File: src/rtl/jtag_l2_pkg.sv
// Shared types and constants for the JTAG-to-L2 SRAM bridge.
package jtag_l2_pkg;

    localparam int unsigned L2_WORD_BYTES = 4;
    localparam int unsigned L2_DATA_W     = 32;
    localparam int unsigned L2_ADDR_W     = 32;
    localparam int unsigned L2_BE_W       = L2_WORD_BYTES;

    typedef struct packed {
        logic                 err;
        logic [L2_DATA_W-1:0] rdata;
    } l2_resp_t;

    // Reads always fetch the whole word; writes honour the caller's byte enables.
    function automatic logic [L2_BE_W-1:0] l2_strobe_be(input logic we,
                                                         input logic [L2_BE_W-1:0] be);
        return we ? be : {L2_BE_W{1'b1}};
    endfunction

endpackage

File: src/rtl/jtag_l2_mem_bridge_if.sv
// Request/grant plus valid/ready response bus between the JTAG bus master and the L2 bridge.
interface jtag_l2_mem_bridge_if;
    import jtag_l2_pkg::*;

    logic                 req_i;
    logic                 gnt_o;
    logic [L2_ADDR_W-1:0] addr_i;
    logic                 we_i;
    logic [L2_BE_W-1:0]   be_i;
    logic [L2_DATA_W-1:0] wdata_i;
    logic                 r_valid_o;
    logic                 r_ready_i;
    logic [L2_DATA_W-1:0] r_rdata_o;
    logic                 r_err_o;

    modport master (
        output req_i, addr_i, we_i, be_i, wdata_i, r_ready_i,
        input  gnt_o, r_valid_o, r_rdata_o, r_err_o
    );

    modport slave (
        input  req_i, addr_i, we_i, be_i, wdata_i, r_ready_i,
        output gnt_o, r_valid_o, r_rdata_o, r_err_o
    );

endinterface

File: src/rtl/jtag_l2_resp_fifo.sv
// In-order response FIFO of l2_resp_t; head is forced to zero while empty.
module jtag_l2_resp_fifo
    import jtag_l2_pkg::*;
#(
    parameter int unsigned DEPTH = 2
) (
    input  logic     clk_i,
    input  logic     rst_n,
    input  logic     push,
    input  l2_resp_t push_data,
    input  logic     pop,
    output l2_resp_t head,
    output logic     full,
    output logic     empty
);

    localparam int unsigned PW = (DEPTH > 1) ? $clog2(DEPTH) : 1;
    localparam int unsigned CW = $clog2(DEPTH + 1);

    l2_resp_t      store [DEPTH];
    logic [PW-1:0] wr_ptr;
    logic [PW-1:0] rd_ptr;
    logic [CW-1:0] count;
    logic          do_push;
    logic          do_pop;

    // Pointers wrap explicitly so non-power-of-two depths work.
    function automatic logic [PW-1:0] ptr_inc(input logic [PW-1:0] p);
        return (p == PW'(DEPTH - 1)) ? '0 : p + PW'(1);
    endfunction

    assign full    = (count == CW'(DEPTH));
    assign empty   = (count == '0);
    assign do_push = push && !full;
    assign do_pop  = pop && !empty;
    assign head    = empty ? '0 : store[rd_ptr];

    always_ff @(posedge clk_i or negedge rst_n) begin
        if (!rst_n) begin
            wr_ptr <= '0;
            rd_ptr <= '0;
            count  <= '0;
        end else begin
            if (do_push) wr_ptr <= ptr_inc(wr_ptr);
            if (do_pop)  rd_ptr <= ptr_inc(rd_ptr);
            count <= count + CW'(do_push) - CW'(do_pop);
        end
    end

    // Payload storage carries no reset; emptiness masks stale entries.
    always_ff @(posedge clk_i) begin
        if (do_push) store[wr_ptr] <= push_data;
    end

    push_when_full_a: assert property (@(posedge clk_i) disable iff (!rst_n) !(push && full));

endmodule

File: src/rtl/jtag_l2_mem_bridge.sv
// JTAG bus master to single-port L2 SRAM bridge: address decode, SRAM strobes,
// one-cycle pending stage and a credit-limited in-order response FIFO.
module jtag_l2_mem_bridge
    import jtag_l2_pkg::*;
#(
    parameter logic [31:0] BASE_ADDR  = 32'h0000_0000,
    parameter int unsigned MEM_WORDS  = 4096,
    parameter int unsigned RESP_DEPTH = 2
) (
    input  logic                         clk_i,
    input  logic                         rst_n,
    jtag_l2_mem_bridge_if.slave          bus,
    output logic                         mem_csn_o,
    output logic                         mem_wen_o,
    output logic [$clog2(MEM_WORDS)-1:0] mem_addr_o,
    output logic [L2_BE_W-1:0]           mem_be_o,
    output logic [L2_DATA_W-1:0]         mem_wdata_o,
    input  logic [L2_DATA_W-1:0]         mem_rdata_i
);

    localparam int unsigned AW        = $clog2(MEM_WORDS);
    localparam int unsigned CW        = $clog2(RESP_DEPTH + 1);
    localparam logic [32:0] MEM_BYTES = 33'(MEM_WORDS) * 33'(L2_WORD_BYTES);

    logic [CW-1:0]        cnt;
    logic [L2_ADDR_W-1:0] off;
    logic                 in_range;
    logic                 pop;
    logic                 gnt;
    logic                 strobe;

    logic                 pend_valid;
    logic                 pend_we;
    logic                 pend_err;
    l2_resp_t             resp_c;

    l2_resp_t             head;
    logic                 fifo_full;
    logic                 fifo_empty;

    // Grant while a credit is free, or when the head leaves in this same cycle.
    always_comb begin
        off      = bus.addr_i - BASE_ADDR;
        in_range = ({1'b0, off} < MEM_BYTES);
        pop      = !fifo_empty && bus.r_ready_i;
        gnt      = rst_n && bus.req_i && ((cnt < CW'(RESP_DEPTH)) || pop);
        strobe   = gnt && in_range;
    end

    // SRAM strobes live only in the grant cycle; everything idles at zero otherwise.
    always_comb begin
        mem_csn_o   = 1'b1;
        mem_wen_o   = 1'b1;
        mem_addr_o  = '0;
        mem_be_o    = '0;
        mem_wdata_o = '0;
        if (strobe) begin
            mem_csn_o   = 1'b0;
            mem_wen_o   = !bus.we_i;
            mem_addr_o  = off[AW+1:2];
            mem_be_o    = l2_strobe_be(bus.we_i, bus.be_i);
            mem_wdata_o = bus.wdata_i;
        end
    end

    always_ff @(posedge clk_i or negedge rst_n) begin
        if (!rst_n) begin
            pend_valid <= 1'b0;
            pend_we    <= 1'b0;
            pend_err   <= 1'b0;
        end else begin
            pend_valid <= gnt;
            if (gnt) begin
                pend_we  <= bus.we_i;
                pend_err <= !in_range;
            end
        end
    end

    // SRAM data is only meaningful for an in-range read.
    always_comb begin
        resp_c.err   = pend_err;
        resp_c.rdata = (!pend_we && !pend_err) ? mem_rdata_i : '0;
    end

    always_ff @(posedge clk_i or negedge rst_n) begin
        if (!rst_n) begin
            cnt <= '0;
        end else begin
            cnt <= cnt + CW'(gnt) - CW'(pop);
        end
    end

    jtag_l2_resp_fifo #(
        .DEPTH (RESP_DEPTH)
    ) u_resp_fifo (
        .clk_i     (clk_i),
        .rst_n     (rst_n),
        .push      (pend_valid),
        .push_data (resp_c),
        .pop       (pop),
        .head      (head),
        .full      (fifo_full),
        .empty     (fifo_empty)
    );

    assign bus.gnt_o     = gnt;
    assign bus.r_valid_o = !fifo_empty;
    assign bus.r_rdata_o = head.rdata;
    assign bus.r_err_o   = head.err;

    cnt_bound_a: assert property (@(posedge clk_i) disable iff (!rst_n) cnt <= CW'(RESP_DEPTH));

endmodule

File: src/flat_wrapper.sv
// flat-port wrapper written by rule: the top's interface ports become plain ports
module jtag_l2_mem_bridge_flat import jtag_l2_pkg::*;
#(
    parameter logic [31:0] BASE_ADDR  = 32'h0000_0000,
    parameter int unsigned MEM_WORDS  = 4096,
    parameter int unsigned RESP_DEPTH = 2
)
  (clk_i, rst_n, mem_csn_o, mem_wen_o, mem_addr_o, mem_be_o, mem_wdata_o, mem_rdata_i, bus_req_i, bus_addr_i, bus_we_i, bus_be_i, bus_wdata_i, bus_r_ready_i, bus_gnt_o, bus_r_valid_o, bus_r_rdata_o, bus_r_err_o);
  jtag_l2_mem_bridge_if bus_i ();
  input  logic clk_i;
  input  logic rst_n;
  output logic mem_csn_o;
  output logic mem_wen_o;
  output logic [$clog2(MEM_WORDS)-1:0] mem_addr_o;
  output logic [L2_BE_W-1:0] mem_be_o;
  output logic [L2_DATA_W-1:0] mem_wdata_o;
  input  logic [L2_DATA_W-1:0] mem_rdata_i;
  input wire logic [$bits(bus_i.req_i)-1:0] bus_req_i;
  input wire logic [$bits(bus_i.addr_i)-1:0] bus_addr_i;
  input wire logic [$bits(bus_i.we_i)-1:0] bus_we_i;
  input wire logic [$bits(bus_i.be_i)-1:0] bus_be_i;
  input wire logic [$bits(bus_i.wdata_i)-1:0] bus_wdata_i;
  input wire logic [$bits(bus_i.r_ready_i)-1:0] bus_r_ready_i;
  output wire logic [$bits(bus_i.gnt_o)-1:0] bus_gnt_o;
  output wire logic [$bits(bus_i.r_valid_o)-1:0] bus_r_valid_o;
  output wire logic [$bits(bus_i.r_rdata_o)-1:0] bus_r_rdata_o;
  output wire logic [$bits(bus_i.r_err_o)-1:0] bus_r_err_o;
  assign bus_i.req_i = bus_req_i;
  assign bus_i.addr_i = bus_addr_i;
  assign bus_i.we_i = bus_we_i;
  assign bus_i.be_i = bus_be_i;
  assign bus_i.wdata_i = bus_wdata_i;
  assign bus_i.r_ready_i = bus_r_ready_i;
  assign bus_gnt_o = bus_i.gnt_o;
  assign bus_r_valid_o = bus_i.r_valid_o;
  assign bus_r_rdata_o = bus_i.r_rdata_o;
  assign bus_r_err_o = bus_i.r_err_o;
  jtag_l2_mem_bridge #(.BASE_ADDR(BASE_ADDR), .MEM_WORDS(MEM_WORDS), .RESP_DEPTH(RESP_DEPTH)) u_core (.clk_i(clk_i), .rst_n(rst_n), .bus(bus_i), .mem_csn_o(mem_csn_o), .mem_wen_o(mem_wen_o), .mem_addr_o(mem_addr_o), .mem_be_o(mem_be_o), .mem_wdata_o(mem_wdata_o), .mem_rdata_i(mem_rdata_i));
endmodule
File: config.mk
export PLATFORM = sky130hd
export DESIGN_NAME = jtag_l2_mem_bridge_flat
export DESIGN_NICKNAME = d
export VERILOG_FILES = /design/src/rtl/jtag_l2_pkg.sv /design/src/rtl/jtag_l2_mem_bridge_if.sv /design/src/rtl/jtag_l2_resp_fifo.sv /design/src/rtl/jtag_l2_mem_bridge.sv /design/src/flat_wrapper.sv
export SDC_FILE = /design/constraint.sdc
export NUM_CORES = 1
export LEC_CHECK = 0
export ABC_AREA = 0
export CORE_MARGIN = 4
export CORE_UTILIZATION = 43
export DETAILED_ROUTE_END_ITERATION = 6
export GPL_TIMING_DRIVEN = 0
export PLACE_DENSITY = 0.86
export SYNTH_ARGS = -nofsm -noshare
export SYNTH_HDL_FRONTEND = slang
export SYNTH_SLANG_ARGS = --single-unit
export TNS_END_PERCENT = 100
File: constraint.sdc
create_clock -name clk_i -period 5.15 [get_ports clk_i]
set_input_delay 1.03 -clock clk_i [delete_from_list [all_inputs] [get_ports clk_i]]
set_output_delay 1.03 -clock clk_i [all_outputs]
set_load 0.01 [all_outputs]
==> results by group <==
Outcome
  • Status: finished, final reports clean

Floorplanning
  • Die H: 99.1 um
  • Row Count: 32
  • Die Wd: 99.1 um
  • Initial core utilization: 45.2%
  • Core area: roughly 8000 um^2
  • Die area: 9820 um^2
  • Num ports: 190

Worst setup path
  • Worst EP required: 4120 ps
  • Critical path class: in -> out
  • Arr. time, crit path: 3460 ps
  • FF-to-FF setup slack: 3210 ps
  • CP Max Fanout: 10
  • Startpoint types: input port
  • Setup crit end kind: output port

Global routing
  • Largest net degree at the start of global routing: 34
  • Initial antenna violation count: 0
  • First-pass GRT wire length: 15.7 mm
  • Grt total ovfl: 0
  • Tot GR Track Use: 20.8%
  • Number of global-route vias before repair: 2980

Detailed routing
  • Residual DRC: 0
  • Vias per std cell: roughly 4.8
  • Via Count: 2832
  • Routed WL per cell: 17.5 um
  • Post-route ant nets: 0
  • DR iter-0 viols: 117
  • DRT Pass-1 Iters: 4
  • Final WL: between 10 and 15 mm

Placement
  • HPWL after DPL: 7.95 mm
  • Dpl ws: about 700 ps
  • Port bufs: 187
  • Inst Count DP: 574
  • Gpl congestion: roughly 0.91

Power and ir drop
  • Max VDD drop: 262 uV
  • Power per cell area: 361 nW/um^2
  • Leakage power: ~2.3 nW

Layout
  • Footprint of the multi-input gates: 1240 um^2
  • Commonest non-fill, non-tap cell in the layout: clkdlybuf4s50_1
  • Final nets: 592
  • Layout cell share with drive strength beyond 1: 8.20%
  • Non-filler cells, final: 590
  • # fillers: about 570
  • Storage cell area: around 2200 um^2
  • # diodes: 0
  • Synth-to-Final Area Change: 63.0%
  • Commonest cells after routing, fill and taps aside: clkdlybuf4s50_1, edfxtp_1, and3_1

STA
  • Setup-failing EPs final: 0
  • Setup_tns: 0 ps
  • RSZ-0062 raised after global routing: no
  • Skew final: 13.8 ps
  • Worst setup margin: 658 ps
  • Pins Over Slew Limit: 0
  • Rel. slew slack: about two fifths
  • Tcrit/Tclk final: 87.2%
  • Final Hold Vio Count: 0
  • F_max: between 200 and 250 MHz
  • Min Tclk post-route: approximately 4500 ps
  • Slew @ Worst Pin: around 900 ps

Run
  • Max-cap violations: 0

Yosys
  • Post-synth EDFFs: between 60 and 70
  • Prevailing post-synth register cell: edfxtp_1
  • Post-Synth Simple-Gate Area: 20.4%
  • Synth Instances: 283
  • Synth warnings: 0
  • Compound-Gate Fraction of Synth Area: 1.37%
  • Yosys reg bits: 75
  • Synth Area per Inst: ~13 um^2
  • Mux cell area share after synthesis: 9.58%
  • Ys async rst share: 12.0%
  • Largest area contributor in the netlist: edfxtp_1
  • Post-synth cell types: 29
  • Post-synth top area share: 55.6%
  • XOR/XNOR share of the synthesized area: 1.47%
  • Largest family of logic cells by synthesized area: simple AND/OR/NAND/NOR gates
  • Largest cells by area after synthesis: edfxtp_1, mux2i_1, and3_1
  • Syn Std Cell Area: 3570 um^2
  • Adder-Cell Fraction of Synth Area: 1.40%
  • Syn_nets: 392
  • Sequential share of the synthesized area: around three fifths

Clock network
  • Hold_buf cts: 0
  • Clk slew on worst S/H paths: around 80 ps
  • Worst-Skew Late Latency: approximately 350 ps
  • Inserted Clock Buffers: 9
  • Root buf cell: clkbuf_8
  • CTS sink cnt: 75
  • Clk buf depth: 2
  • Htree depth: 3
  • PostCTS Resize Cnt: 0
  • Setup bufs post-CTS: 0
  • CTS tree: yes

Worst hold path
  • Hold crit path type: reg -> reg
[critical path, cell delays in order]
cell and delay [ps]:
clkdlybuf4s50_1 430, nor4_1 380, and4_1 270, buf_2 190, clkbuf_1 320, and3_1 270, clkdlybuf4s50_1 560
[stage by stage]
step,hold WS (ps),utilization [%],power (mW),instance area (um^2)
2_1_floorplan,456,-,1.22,3570
3_3_place_gp,464,70.6,1.65,5570
3_5_place_dp,472,71.3,1.69,5620
4_1_cts,491,73.7,2.12,5820
5_1_grt,506,73.7,2.22,5820
6_report,489,73.7,2.10,5820
[path summary, 6_finish.rpt]
kind | start | endpoint | depth (start not counted)
hold reg to reg | u_core.cnt[0]$_DFF_PN0_ | u_core.cnt[0]$_DFF_PN0_ | 1
setup reg to reg | u_core.u_resp_fifo.count[1]$_DFF_PN0_ | u_core.u_resp_fifo.count[1]$_DFF_PN0_ | 6
setup / recovery | bus_addr_i[21] | mem_wdata_o[5] | 7
hold / removal | u_core.cnt[0]$_DFF_PN0_ | u_core.cnt[0]$_DFF_PN0_ | 1
max in group asynchronous | rst_n | u_core.pend_we$_DFFE_PN0P_ | 1
min in group asynchronous | rst_n | u_core.u_resp_fifo.wr_ptr$_DFFE_PN0P_ | 1
[registers in the layout, indices dropped and copies added (netlist names)]
name and count:
u_core.u_resp_fifo.count 2, u_core.cnt 2, u_core.pend_err 1, u_core.u_resp_fifo.wr_ptr 1, u_core.pend_we 1, u_core.u_resp_fifo.rd_ptr 1, u_core.pend_valid 1, u_core.u_resp_fifo.store 66
[cell type report]
| type | instances | share of cell area, % |
|---|---|---|
| multi-input combinational | 181 | 21.3 |
| sequential | 75 | 38.0 |
| clock buffer | 9 | 2.13 |
| clock inverter | 7 | 1.20 |
| tap | 102 | 2.19 |
| buffer | 20 | 1.91 |
| timing repair buffer | 189 | 32.9 |
| inverter | 7 | 0.452 |
[kinds of logic after synthesis]
kind of cell    count (synthesis)
flops                          75
mux                            34
buf+inv                        27
compound gates                  6
xor+xnor                        6
simple gates                  131
fa+ha+maj                       4
[Yosys cell counts, types with 6 or more instances]
| master | count |
|---|---|
| and3_2 | 7 |
| edfxtp_1 | 66 |
| and3_1 | 37 |
| clkbuf_1 | 11 |
| nor2_1 | 38 |
| dfrtp_1 | 9 |
| mux2i_1 | 33 |
| and2_1 | 32 |
| xnor2_1 | 6 |
| inv_1 | 7 |
[power by group]
part | internal (mW) | switching (mW)
Combinational | 0.470 | 0.410
Sequential | 0.750 | 0.0384
Clock | 0.188 | 0.241
Total | 1.41 | 0.690
[routing by layer]
| layer | GRT usage (%) | wire, um |
|---|---|---|
| met1 | 24.0 | 4010 |
| met4 | 7.14 | 196 |
| met5 | 0 | 0 |
| met3 | 4.53 | 509 |
| met2 | 37.9 | 5590 |
(Power assumes the default switching activity.)
